### src/rtl/ab_pkg.sv
`default_nettype none
// ============================================================================
// Module  : ab_pkg
// Brief   : Shared widths, default FIFO depth and dispatcher FSM states.
// Revision: 1.0 - initial release
// ============================================================================
package ab_pkg;

    localparam int c_op_w          = 8;
    localparam int c_res_w         = 16;
    localparam int c_depth_default = 4;

    typedef enum logic [1:0] {
        ST_IDLE      = 2'd0,
        ST_ISSUE     = 2'd1,
        ST_WAIT_ACK  = 2'd2,
        ST_WAIT_DONE = 2'd3
    } ab_state_t;

endpackage
`default_nettype wire

### src/rtl/ab_fifo.sv
`default_nettype none
// ============================================================================
// Module  : ab_fifo
// Brief   : Circular-buffer FIFO with occupancy count; no write-to-read bypass.
// Revision: 1.0 - initial release
// ============================================================================
module ab_fifo
    import ab_pkg::*;
#(
    parameter int DEPTH = c_depth_default,
    parameter int WIDTH = 2 * c_op_w
) (
    input  logic                     clk,
    input  logic                     rst,
    input  logic                     i_push,
    input  logic                     i_pop,
    input  logic [WIDTH-1:0]         i_din,
    output logic [WIDTH-1:0]         o_dout,
    output logic                     o_full,
    output logic                     o_empty,
    output logic [$clog2(DEPTH):0]   o_count
);

    localparam int                c_ptr_w    = $clog2(DEPTH);
    localparam logic [c_ptr_w:0]  c_full_cnt = DEPTH[c_ptr_w:0];

    logic [WIDTH-1:0]   r_mem [DEPTH];
    logic [c_ptr_w-1:0] r_wr_ptr;
    logic [c_ptr_w-1:0] r_rd_ptr;
    logic [c_ptr_w:0]   r_count;
    logic               w_do_push;
    logic               w_do_pop;

    assign o_full    = (r_count == c_full_cnt);
    assign o_empty   = (r_count == '0);
    assign o_count   = r_count;
    assign o_dout    = r_mem[r_rd_ptr];
    assign w_do_push = i_push && !o_full;
    assign w_do_pop  = i_pop && !o_empty;

    // Storage needs no reset: the pointers and count define validity.
    always_ff @(posedge clk) begin
        if (w_do_push) begin
            r_mem[r_wr_ptr] <= i_din;
        end
    end

    // DEPTH is a power of two, so pointer overflow is the wrap to zero.
    always_ff @(posedge clk) begin
        if (rst) begin
            r_wr_ptr <= '0;
            r_rd_ptr <= '0;
            r_count  <= '0;
        end else begin
            if (w_do_push) begin
                r_wr_ptr <= r_wr_ptr + 1'b1;
            end
            if (w_do_pop) begin
                r_rd_ptr <= r_rd_ptr + 1'b1;
            end
            case ({w_do_push, w_do_pop})
                2'b10:   r_count <= r_count + 1'b1;
                2'b01:   r_count <= r_count - 1'b1;
                default: r_count <= r_count;
            endcase
        end
    end

endmodule
`default_nettype wire

### src/rtl/ab_dispatch.sv
`default_nettype none
// ============================================================================
// Module  : ab_dispatch
// Brief   : Queues operand pairs and issues them one at a time to an ab unit,
//           capturing each result into a handshaked output register.
// Revision: 1.0 - initial release
// ============================================================================
module ab_dispatch
    import ab_pkg::*;
#(
    parameter int DEPTH = c_depth_default
) (
    input  logic               clk_i,
    input  logic               rst_i,
    input  logic [c_op_w-1:0]  a_i,
    input  logic [c_op_w-1:0]  b_i,
    input  logic               valid_i,
    output logic               ready_o,
    output logic [c_op_w-1:0]  ab_a_o,
    output logic [c_op_w-1:0]  ab_b_o,
    output logic               ab_start_o,
    input  logic               ab_busy_i,
    input  logic [c_res_w-1:0] ab_y_i,
    output logic [c_res_w-1:0] y_o,
    output logic               y_valid_o,
    input  logic               y_ready_i,
    output logic [7:0]         done_cnt_o
);

    ab_state_t             r_state;
    ab_state_t             w_next_state;
    logic                  w_issue;
    logic                  w_capture;
    logic                  w_fifo_full;
    logic                  w_fifo_empty;
    logic [2*c_op_w-1:0]   w_head;
    logic [$clog2(DEPTH):0] w_fifo_count;
    logic                  w_unused;
    logic [c_op_w-1:0]     r_ab_a;
    logic [c_op_w-1:0]     r_ab_b;
    logic [c_res_w-1:0]    r_y;
    logic                  r_y_valid;
    logic [7:0]            r_done_cnt;

    ab_fifo #(
        .DEPTH (DEPTH),
        .WIDTH (2 * c_op_w)
    ) u_fifo (
        .clk     (clk_i),
        .rst     (rst_i),
        .i_push  (valid_i),
        .i_pop   (w_issue),
        .i_din   ({a_i, b_i}),
        .o_dout  (w_head),
        .o_full  (w_fifo_full),
        .o_empty (w_fifo_empty),
        .o_count (w_fifo_count)
    );

    assign w_unused   = ^w_fifo_count;
    assign ready_o    = !w_fifo_full;
    assign ab_start_o = (r_state == ST_ISSUE);
    assign ab_a_o     = r_ab_a;
    assign ab_b_o     = r_ab_b;
    assign y_o        = r_y;
    assign y_valid_o  = r_y_valid;
    assign done_cnt_o = r_done_cnt;

    always_ff @(posedge clk_i) begin
        if (rst_i) begin
            r_state <= ST_IDLE;
        end else begin
            r_state <= w_next_state;
        end
    end

    // Issue only once the output register is empty or draining this edge,
    // so a capture can never collide with an unconsumed result.
    always_comb begin
        w_next_state = r_state;
        w_issue      = 1'b0;
        w_capture    = 1'b0;
        case (r_state)
            ST_IDLE: begin
                if (!w_fifo_empty && !ab_busy_i && (!r_y_valid || y_ready_i)) begin
                    w_issue      = 1'b1;
                    w_next_state = ST_ISSUE;
                end
            end
            ST_ISSUE: begin
                w_next_state = ST_WAIT_ACK;
            end
            ST_WAIT_ACK: begin
                if (ab_busy_i) begin
                    w_next_state = ST_WAIT_DONE;
                end
            end
            ST_WAIT_DONE: begin
                if (!ab_busy_i) begin
                    w_capture    = 1'b1;
                    w_next_state = ST_IDLE;
                end
            end
            default: begin
                w_next_state = ST_IDLE;
            end
        endcase
    end

    always_ff @(posedge clk_i) begin
        if (rst_i) begin
            r_ab_a     <= '0;
            r_ab_b     <= '0;
            r_y        <= '0;
            r_y_valid  <= 1'b0;
            r_done_cnt <= '0;
        end else begin
            if (w_issue) begin
                {r_ab_a, r_ab_b} <= w_head;
            end
            if (w_capture) begin
                r_y        <= ab_y_i;
                r_y_valid  <= 1'b1;
                r_done_cnt <= r_done_cnt + 8'd1;
            end else if (r_y_valid && y_ready_i) begin
                r_y_valid  <= 1'b0;
            end
        end
    end

endmodule
`default_nettype wire
### config.mk
export PLATFORM = sky130hd
export DESIGN_NAME = ab_dispatch
export DESIGN_NICKNAME = d
export VERILOG_FILES = /design/src/rtl/ab_pkg.sv /design/src/rtl/ab_fifo.sv /design/src/rtl/ab_dispatch.sv
export SDC_FILE = /design/constraint.sdc
export NUM_CORES = 1
export LEC_CHECK = 0
export ABC_CLOCK_PERIOD_IN_PS = 5200
export CAP_MARGIN = 20
export CORE_MARGIN = 2
export CORE_UTILIZATION = 56
export CTS_BUF_LIST = sky130_fd_sc_hd__clkbuf_16
export DETAILED_ROUTE_END_ITERATION = 7
export GPL_TIMING_DRIVEN = 1
export PLACE_DENSITY = 0.84
export SLEW_MARGIN = 25
export SYNTH_ARGS = -nofsm -noshare
export SYNTH_HDL_FRONTEND = slang
export SYNTH_SLANG_ARGS = --single-unit
export TNS_END_PERCENT = 100
### constraint.sdc
create_clock -name clk_i -period 5.2 [get_ports clk_i]
set_clock_uncertainty 0.15 [all_clocks]
set_input_delay 0.52 -clock clk_i [delete_from_list [all_inputs] [get_ports clk_i]]
set_output_delay 0.52 -clock clk_i [all_outputs]
set_load 0.01 [all_outputs]
# Word-level counts from Yosys, hierarchy flattened
# Memories as Yosys holds them, arrays and structs flattened. A register that Yosys moved wholly into a read port is not among the register bits.
# Index checks and enable logic that the tools add are counted.
totals:
  output_inout_bits: 43
  inputBits: 37
  wordCells: 50
  register_bits: 34
  n_memories: 1
  mem_bits_rw: 64
classes:
  n_addsub: 5
  eq_ne: 9
  reduce_logical: 15
  muxes: 13
memory_table:
  columns: ["name", "depth", "width", "read_ports", "rd_clocked_by_memory_dff", "wr", "line", "source"]
  rows:
  - ["u_fifo.r_mem", 4, 16, 1, 1, 1, "ab_fifo.sv:27", "logic [WIDTH-1:0] r_mem [DEPTH];"]
ops:
  columns: ["operator", "count"]
  rows:
  - ["$add A8 B1 Y8 const B", 1]
  - ["$mux W1", 8]
  - ["$pmux W2 S4", 1]
  - ["$eq A2 B2 Y1 const B", 3]
  - ["$mux W2", 3]
  - ["$ne A2 B2 Y1 const B", 3]
  - ["$pmux W3 S2", 1]
  - ["$logic_and A1 B1 Y1", 5]
  - ["$add A2 B1 Y2 const B", 2]
  - ["$eq A2 B1 Y1 const B", 2]
  - ["$logic_not A1 Y1", 4]
  - ["$reduce_bool A2 Y1", 2]
  - ["$add A3 B1 Y3 const B", 1]
  - ["$eq A3 B3 Y1 const B", 1]
  - ["$logic_not A3 Y1", 1]
  - ["$reduce_and A3 Y1", 1]
  - ["$sub A3 B1 Y3 const B", 1]
  - ["$logic_not A2 Y1", 1]
  - ["$logic_or A1 B1 Y1", 1]

# Logic depth before layout (Yosys ltp)
# Gate-level depths: netlist of the first run.
depth:
  word_depth: 9
  mapped_depth: 12
  ltp_nobuf: 10

# Cells and area by module
# From an unflattened synthesis of the first run, not the netlist that was laid out.
hier_totals:
  hier_cells: 321
  area_unflattened_um2: 4521.8
modules_own_cells:
  columns: ["module", "area_each_um2", "instances", "seq_area_each_um2", "cells_per_inst"]
  rows:
  - ["ab_fifo", 2821.5, 1, 2102.0, 138]
  - ["ab_dispatch", 1700.4, 1, 860.8, 183]

# Worst setup path after synthesis of the first run
# OpenSTA, ideal clock, no wires.
synth_timing:
  kind: "in2reg"
  start: "input ab_busy_i"
  end: "register u_fifo.r_count[2], in the netlist u_fifo.o_count[2]"
  setup_time_ns: 0.070
  cell_stages: 11
  t_arrival_ns: 2.466
  t_required_ns: 4.980
  setup_slack_ns: 2.513
  path_buffers: 3
  path_cell_list: "buf_2 > nand2b_1 > buf_2 > buf_1 > nor3_1 > ha_1 > inv_1 > fa_1 > xor2_1 > or3_1 > a21oi_1"
synth_between:
  elab_chain_cells: 8
  word_cells_on_any_way: 10
  classes_between: "eq/ne: 2; mux: 3; reduce/logical: 5"
synth_rtl:
  columns: ["element", "line", "source"]
  rows:
  - ["start: declaration", "ab_dispatch.sv:22", "input logic ab_busy_i,"]
  - ["$logic_not A1 Y1 *", null, null]
  - ["$logic_and A1 B1 Y1 * (2 in a row)", "ab_dispatch.sv:85", "if (!w_fifo_empty && !ab_busy_i && (!r_y_valid || y_ready_i)) begin"]
  - ["$mux W1 *", "ab_dispatch.sv:85", null]
  - ["$mux W1 *", "ab_dispatch.sv:83", "case (r_state)"]
  - ["$logic_and A1 B1 Y1 *", "ab_fifo.sv:39", "assign w_do_pop = i_pop && !o_empty;"]
  - ["net u_fifo.w_do_pop", "ab_fifo.sv:32", "logic w_do_pop;"]
  - ["$eq A2 B1 Y1 / $eq A2 B2 Y1 (equally long branches)", "ab_fifo.sv:61", "case ({w_do_push, w_do_pop})"]
  - ["$pmux W3 S2 / $reduce_bool A2 Y1 (equally long branches)", null, null]
  - ["end signal: assignment", "ab_fifo.sv:62", "2'b10: r_count <= r_count + 1'b1;"]
  - ["end signal: assignment", "ab_fifo.sv:63", "2'b01: r_count <= r_count - 1'b1;"]
  - ["end signal: assignment", "ab_fifo.sv:64", "default: r_count <= r_count;"]
  - ["end: declaration", "ab_fifo.sv:30", "logic [c_ptr_w:0] r_count;"]
# Mark *: on every way through the listed nets, which the timed path passes. The rest lies on a longest branch.
# A chain may end at the register's enable or synchronous reset.

# Worst setup path in the final report of the first run
# Ends and elaborated chain as after synthesis.

==> impl_metrics.py, run 1 <==
metrics = {
    "final_layout": {
        "fillers": 534,
        "area_delta_synth_final_pct": 30.2,
        "regArea_mm2": 0.00292,
        "n_antenna_cell": 0,
        "final_layout_size_suffix_gt1_share_pct": 12.1,
        "final_cells": 542,
        "multi_input_area_mm2": 0.00152,
        "nets": 475,
    },
    "placed_design": {
        "dpl.cell_count": 512,
        "portBuffers": 79,
        "hpwlAfterDp_mm": 6.09,
        "finalWeightedCongestion": 0.805,
    },
    "global_route": {
        "grt_max_degree": 54,
        "grt_first_pass_wirelength_mm": 15.4,
        "track_usage_pct": 23.4,
        "antenna_found_initial": 0,
        "grt_pass1_vias": 3172,
        "grt-ovfl-total": 0,
    },
    "setup_path": {
        "cpLargestDelayFamily": "simple AND/OR/NAND/NOR gates",
        "cp-end-kind": "register",
        "worst-path-max-fanout": 19,
        "path_cells": "clkdlybuf4s50_1, nand2b_1, nor3_1, ha_1, inv_1, fa_1, xor2_1, or3_1, a21oi_1",
        "crit_type": "in -> reg",
        "max_stage_delay_ps": 560,
        "slowest_stage": "clkdlybuf4s50_1",
        "start_kind": "input pin",
        "cp.required_ps": 5370,
        "crit_buf_inv": 2,
        "critPathArrivalTime_ps": 3150,
    },
    "die": {
        "core_mm2": 0.00809,
        "ioPinCount": 80,
        "die_h_um": 94.7,
        "die_w_um": 94.7,
        "initial_core_util_pct": 56.9,
        "dieArea_mm2": 0.00896,
        "num_rows": 33,
    },
    "clocking": {
        "numCtsBuffers": 17,
        "hold_buffers": 0,
        "postCtsSetupBuffers": 0,
        "path_clk_slew_ps": 50,
        "tritoncts": "done",
        "clkSinkCount": 114,
        "htreeDepth": 4,
        "clock_latency_ps": 400,
        "cts_resized": 0,
        "max-clock-path-buffers": 2,
        "cts_root_buffer": "clkbuf_16",
    },
    "timing": {
        "clock.fmax_mhz": 335,
        "setup_viol": 0,
        "worst_pin_slew_ps": 970,
        "maxSlewViolCount": 0,
        "max_slew_margin_pct": 35.4,
        "fin_crit_sh_pct": 57.4,
        "timing.hold.ws_ps": 303,
        "rsz0062_at_grt": "no",
        "tns_ps": 0,
        "hold_viol": 0,
        "period_needed_ps": 2980,
    },
    "yosys": {
        "yosys_warnings": 0,
        "synth_edf_count": 64,
        "synth_cells": 353,
        "syn_area_mm2": 0.00460,
        "synth.top_cells.by_count": "edfxtp_1 (64), dfxtp_1 (50), a21oi_1 (43), nand2_1 (36)",
        "synth.largest_area_cell": "edfxtp_1",
        "synth-main-ff-cell": "edfxtp_1",
        "async_flop_share_pct": 0,
        "syn_avg_cell_area_um2": 13.0,
        "yosysTopAreaCellShare_pct": 41.8,
        "synth_area_leaders": "edfxtp_1 (42%), dfxtp_1 (22%), mux4_2 (7.8%)",
        "synth_most_common_cell": "edfxtp_1",
        "synth_cell_type_count": 37,
        "synth-seq-area-share_pct": 63.5,
        "synth_nets": 402,
        "synth-seq-cells": 114,
    },
    "power_and_ir_drop": {
        "p_leak_nw": 2.01,
        "vdd_drop_max_uv": 362,
        "p_per_area_mw_per_mm2": 484,
    },
    "detailed_routing": {
        "drt-pass1-iter-count": 5,
        "routedWlPerCell_um": 18.1,
        "drtIter0Drc": 138,
        "vias_per_cell": 5.85,
        "drtAntennaViolNets": 0,
        "post-route-drc-count": 0,
        "drt_wl_total_mm": 9.81,
        "vias": 3168,
    },
    "job": {
        "max_cap_viol_count": 0,
    },
    "worst_hold_path": {
        "hold_path_class": "reg -> reg",
    },
    "status": {
        "status": "finished clean",
    },
}
[kinds of logic after synthesis]
logic type      count (synthesis)  synth area share [%]
compound gates                 70                  9.16
xor+xnor                        4                 0.761
fa+ha+maj                      12                  3.42
buf+inv                        37                  3.59
flops                         114                  63.5
mux                            20                  8.75
simple gates                   96                  10.8
[flip-flops by register name, indices dropped and copies added (netlist names)]
name	flops
done_cnt_o	8
ab_b_o	8
r_state	2
ab_a_o	8
u_fifo.o_count	3
u_fifo.r_wr_ptr	2
y_o	16
y_valid_o	1
u_fifo.r_mem	64
u_fifo.r_rd_ptr	2
[area by class of cell]
class,instances,share of cell area [%]
Timing Repair Buffer,82,13.5
Sequential cell,114,48.8
Multi-Input combinational cell,202,25.4
Clock buffer,17,7.10
Inverter,9,0.564
Tap cell,105,2.19
Clock inverter,13,2.44
[cell usage in the layout, fill, tap and decap left out, types with 2 or more instances in the layout]
| cell type | n |
|---|---|
| clkdlybuf4s50_1 | 78 |
| edfxtp_1 | 64 |
| dfxtp_1 | 50 |
| a21oi_1 | 43 |
| nand2_1 | 36 |
| o31ai_1 | 19 |
| nand4_1 | 19 |
| clkbuf_16 | 17 |
| mux4_2 | 16 |
| ha_1 | 11 |
| inv_1 | 10 |
| nor2_1 | 8 |
| nand2b_1 | 5 |
| nor2b_1 | 4 |
| and3_1 | 4 |
| nand3_1 | 4 |
| or3_1 | 4 |
| clkinvlp_4 | 4 |
| o21ai_0 | 3 |
| or4_1 | 3 |
| clkinv_2 | 3 |
| bufinv_16 | 3 |
| buf_4 | 3 |
| nor3_1 | 2 |
| mux2_2 | 2 |
| nand3b_1 | 2 |
| xnor2_1 | 2 |
| mux2i_1 | 2 |
| xor2_1 | 2 |
| a21o_1 | 2 |
| clkinv_1 | 2 |
[per-layer routing]
layer	track usage (%)	vias to the layer above	wire [µm]
met5	0	-	0
met4	8.82	0	121
met3	7.02	13	605
met2	41.6	119	5240
met1	26.7	1561	3850
li1	-	1475	-
[report_power, final]
group	switching [W]	internal, W
clock	0.000383	0.000737
sequential	0.0000677	0.00106
combinational	0.000363	0.000290
total	0.000814	0.00209
[stage by stage]
stage / total power [W] / utilization [%] / cell area (µm²) / worst slack (ps)
after floorplan: 0.00158 / - / 4600 / 2510
after global placement: 0.00175 / 66.9 / 5410 / 1950
after detailed placement: 0.00178 / 66.9 / 5410 / 1820
after CTS: 0.00291 / 74.0 / 5990 / 2260
after global routing: 0.00303 / 74.0 / 5990 / 2020
final: 0.00290 / 74.0 / 5990 / 2220
[worst paths after layout]
| kind | from | end | slack [ps] | cells past startpoint |
|---|---|---|---|---|
| max | ab_busy_i | u_fifo.o_count[2] | 2220 | 9 |
| min | y_o[10] | y_o[10] | 300 | 2 |
| max reg2reg | r_state[0] | u_fifo.o_count[2] | 2300 | 10 |
| min reg2reg | y_o[10] | y_o[10] | 300 | 2 |
[worst register-to-register path, stage by stage, from the launching register on]
cell,delay [ps]
dfxtp_1,320
inv_1,140
ha_1,260
nand2b_1,390
nor3_1,300
ha_1,220
inv_1,60
fa_1,380
xor2_1,160
or3_1,300
a21oi_1,140
Note: power is estimated with default switching activity, not from simulation.
==> run 2, diff against run 1 <==
--- a/config.mk
+++ b/config.mk
@@ -5,14 +5,14 @@
 export SDC_FILE = /design/constraint.sdc
 export NUM_CORES = 1
 export LEC_CHECK = 0
-export ABC_CLOCK_PERIOD_IN_PS = 5200
+export ABC_CLOCK_PERIOD_IN_PS = 2700
 export CAP_MARGIN = 20
 export CORE_MARGIN = 2
-export CORE_UTILIZATION = 56
+export CORE_UTILIZATION = 47
 export CTS_BUF_LIST = sky130_fd_sc_hd__clkbuf_16
 export DETAILED_ROUTE_END_ITERATION = 7
 export GPL_TIMING_DRIVEN = 1
-export PLACE_DENSITY = 0.84
+export PLACE_DENSITY = 0.75
 export SLEW_MARGIN = 25
 export SYNTH_ARGS = -nofsm -noshare
 export SYNTH_HDL_FRONTEND = slang
==> constraint.sdc (replaced) <==
create_clock -name clk_i -period 2.7 [get_ports clk_i]
set_clock_uncertainty 0.15 [all_clocks]
set_input_delay 0.27 -clock clk_i [delete_from_list [all_inputs] [get_ports clk_i]]
set_output_delay 0.27 -clock clk_i [all_outputs]
set_load 0.01 [all_outputs]
==> run 2 against run 1 <==
- largest power group unchanged
- count of clock-buffer cells in the layout is the same
- critical path type is now reg -> reg
- worst setup slack worse by 2000 ps
- register-to-register slack worse by 2100 ps
- combinational power up 110%
==> impl_metrics.py, run 2 (synthesis results as in run 1) <==
metrics = {
    "status": {
        "status": "finished clean",
    },
    "timing": {
        "max_slew_margin_pct": 51.6,
        "timing.hold.ws_ps": 257,
        "setup_viol": 0,
        "clock.fmax_mhz": 398,
        "tns_ps": 0,
        "hold_viol": 0,
        "fin_crit_sh_pct": 93.0,
        "worst_pin_slew_ps": 726,
        "rsz0062_at_grt": "no",
        "maxSlewViolCount": 0,
        "period_needed_ps": 2510,
    },
    "setup_path": {
        "r2r_cells": 8,
        "cp-end-kind": "register",
        "crit_type": "reg -> reg",
        "start_kind": "register",
        "critPathArrivalTime_ps": 2700,
        "worst-path-max-fanout": 10,
        "cp.required_ps": 2890,
    },
    "global_route": {
        "grt_first_pass_wirelength_mm": 15.6,
        "track_usage_pct": 19.9,
        "antenna_found_initial": 0,
        "grt_max_degree": 39,
        "grt_pass1_vias": 3144,
        "grt-ovfl-total": 0,
    },
    "placed_design": {
        "finalWeightedCongestion": 0.808,
        "post_dp_cell_area_mm2": 0.00554,
        "portBuffers": 79,
        "hpwlAfterDp_mm": 6.28,
    },
    "clocking": {
        "path_clk_slew_ps": 60,
        "max-clock-path-buffers": 2,
        "hold_buffers": 0,
        "clock_latency_ps": 410,
        "clkSinkCount": 114,
        "numCtsBuffers": 17,
        "tritoncts": "done",
        "htreeDepth": 4,
        "cts_root_buffer": "clkbuf_16",
        "postCtsSetupBuffers": 0,
        "cts_resized": 0,
    },
    "die": {
        "core_mm2": 0.00964,
        "ioPinCount": 80,
        "die_h_um": 103,
        "dieArea_mm2": 0.0106,
        "initial_core_util_pct": 47.8,
        "num_rows": 36,
        "die_w_um": 103,
    },
    "final_layout": {
        "design_area_mm2": 0.00610,
        "top_register": "u_fifo.r_mem",
        "layout_commonest_cell": "clkdlybuf4s50_1",
        "fillers": 760,
        "layout_common_cells": "clkdlybuf4s50_1 (78), edfxtp_1 (64), dfxtp_1 (50)",
        "final_layout_size_suffix_gt1_share_pct": 15.3,
        "area_delta_synth_final_pct": 32.4,
        "n_antenna_cell": 0,
        "post-route-util_pct": 63.2,
        "multi_input_area_mm2": 0.00152,
        "largest_register_ff_count": 64,
        "regArea_mm2": 0.00292,
        "nets": 488,
    },
    "worst_hold_path": {
        "whs_path_depth": 3,
        "hold_path_class": "in -> reg",
    },
    "detailed_routing": {
        "drtAntennaViolNets": 0,
        "drt_wl_total_mm": 9.79,
        "vias_per_cell": 5.36,
        "drtIter0Drc": 187,
        "post-route-drc-count": 0,
        "routedWlPerCell_um": 16.7,
        "vias": 3136,
        "drt-pass1-iter-count": 4,
    },
    "power_and_ir_drop": {
        "vdd_drop_max_uv": 469,
        "p_per_area_mw_per_mm2": 907,
        "p_leak_nw": 2.06,
    },
    "job": {
        "max_cap_viol_count": 0,
    },
}
## run 2: changes by cell type in the layout (fill, tap and decap cells not counted), moves of 2 or more
cell       previous run  this run
buf_4                 3        16
bufinv_16             3         0
clkinv_2              3         0
inv_6                 0         7
clkinv_1              2         0
inv_8                 0         2
## run 2: stage by stage
stage | setup slack (ps) | total power [W] | std cells
6_report | 190 | 0.00553 | 585
5_1_grt | 61.4 | 0.00581 | 585
4_1_cts | 187 | 0.00557 | 585
3_5_place_dp | 184 | 0.00351 | 553
3_3_place_gp | 249 | 0.00345 | 553
2_1_floorplan | 108 | 0.00304 | 353
## run 2: power breakdown
group,internal (W),switching (W),total [W],leakage (nW)
clock network,0.00120,0.000862,0.00206,0.263
registers,0.00203,0.0000954,0.00213,0.993
logic,0.000599,0.000737,0.00134,0.808
total,0.00383,0.00169,0.00553,2.06
## run 2: final cells by class
type	instances	area share, %
clock inverters	15	2.07
flip-flops and latches	114	47.9
well taps	133	2.73
inverters	9	0.554
repair buffers	95	14.9
clock buffers	17	6.98
multi-input cells	202	24.9
## run 2: per-layer routing
layer  wire [µm]  GRT usage (%)  vias to the layer above
li1            -              -                     1500
met1        4130           23.5                     1536
met2        5090           34.7                       94
met3         523           6.10                        6
met4          39           6.28                        0
met5           0              0                        -
## run 2: worst paths after layout
| path | startpoint | slack [ps] | end |
|---|---|---|---|
| max | u_fifo.o_count[2] | 190 | u_fifo.o_count[2] |
| min reg2reg | y_o[15] | 300 | y_o[15] |
| min | ab_y_i[15] | 260 | y_o[15] |
| max reg2reg | u_fifo.o_count[2] | 190 | u_fifo.o_count[2] |
## run 2: worst max-delay path: stages, from the launching register on
cell,delay [ps]
dfxtp_1,390
or3b_2,560
nand2_1,110
ha_1,190
inv_1,60
fa_1,370
xor2_1,160
or3_1,300
a21oi_1,140
==> run 3, diff against run 2 <==
--- a/config.mk
+++ b/config.mk
@@ -6,7 +6,6 @@
 export NUM_CORES = 1
 export LEC_CHECK = 0
 export ABC_CLOCK_PERIOD_IN_PS = 2700
-export CAP_MARGIN = 20
 export CORE_MARGIN = 2
 export CORE_UTILIZATION = 47
 export CTS_BUF_LIST = sky130_fd_sc_hd__clkbuf_16
==> results of run 3 <==
No change in the layout: final DEF, timing and power equal those of run 2.
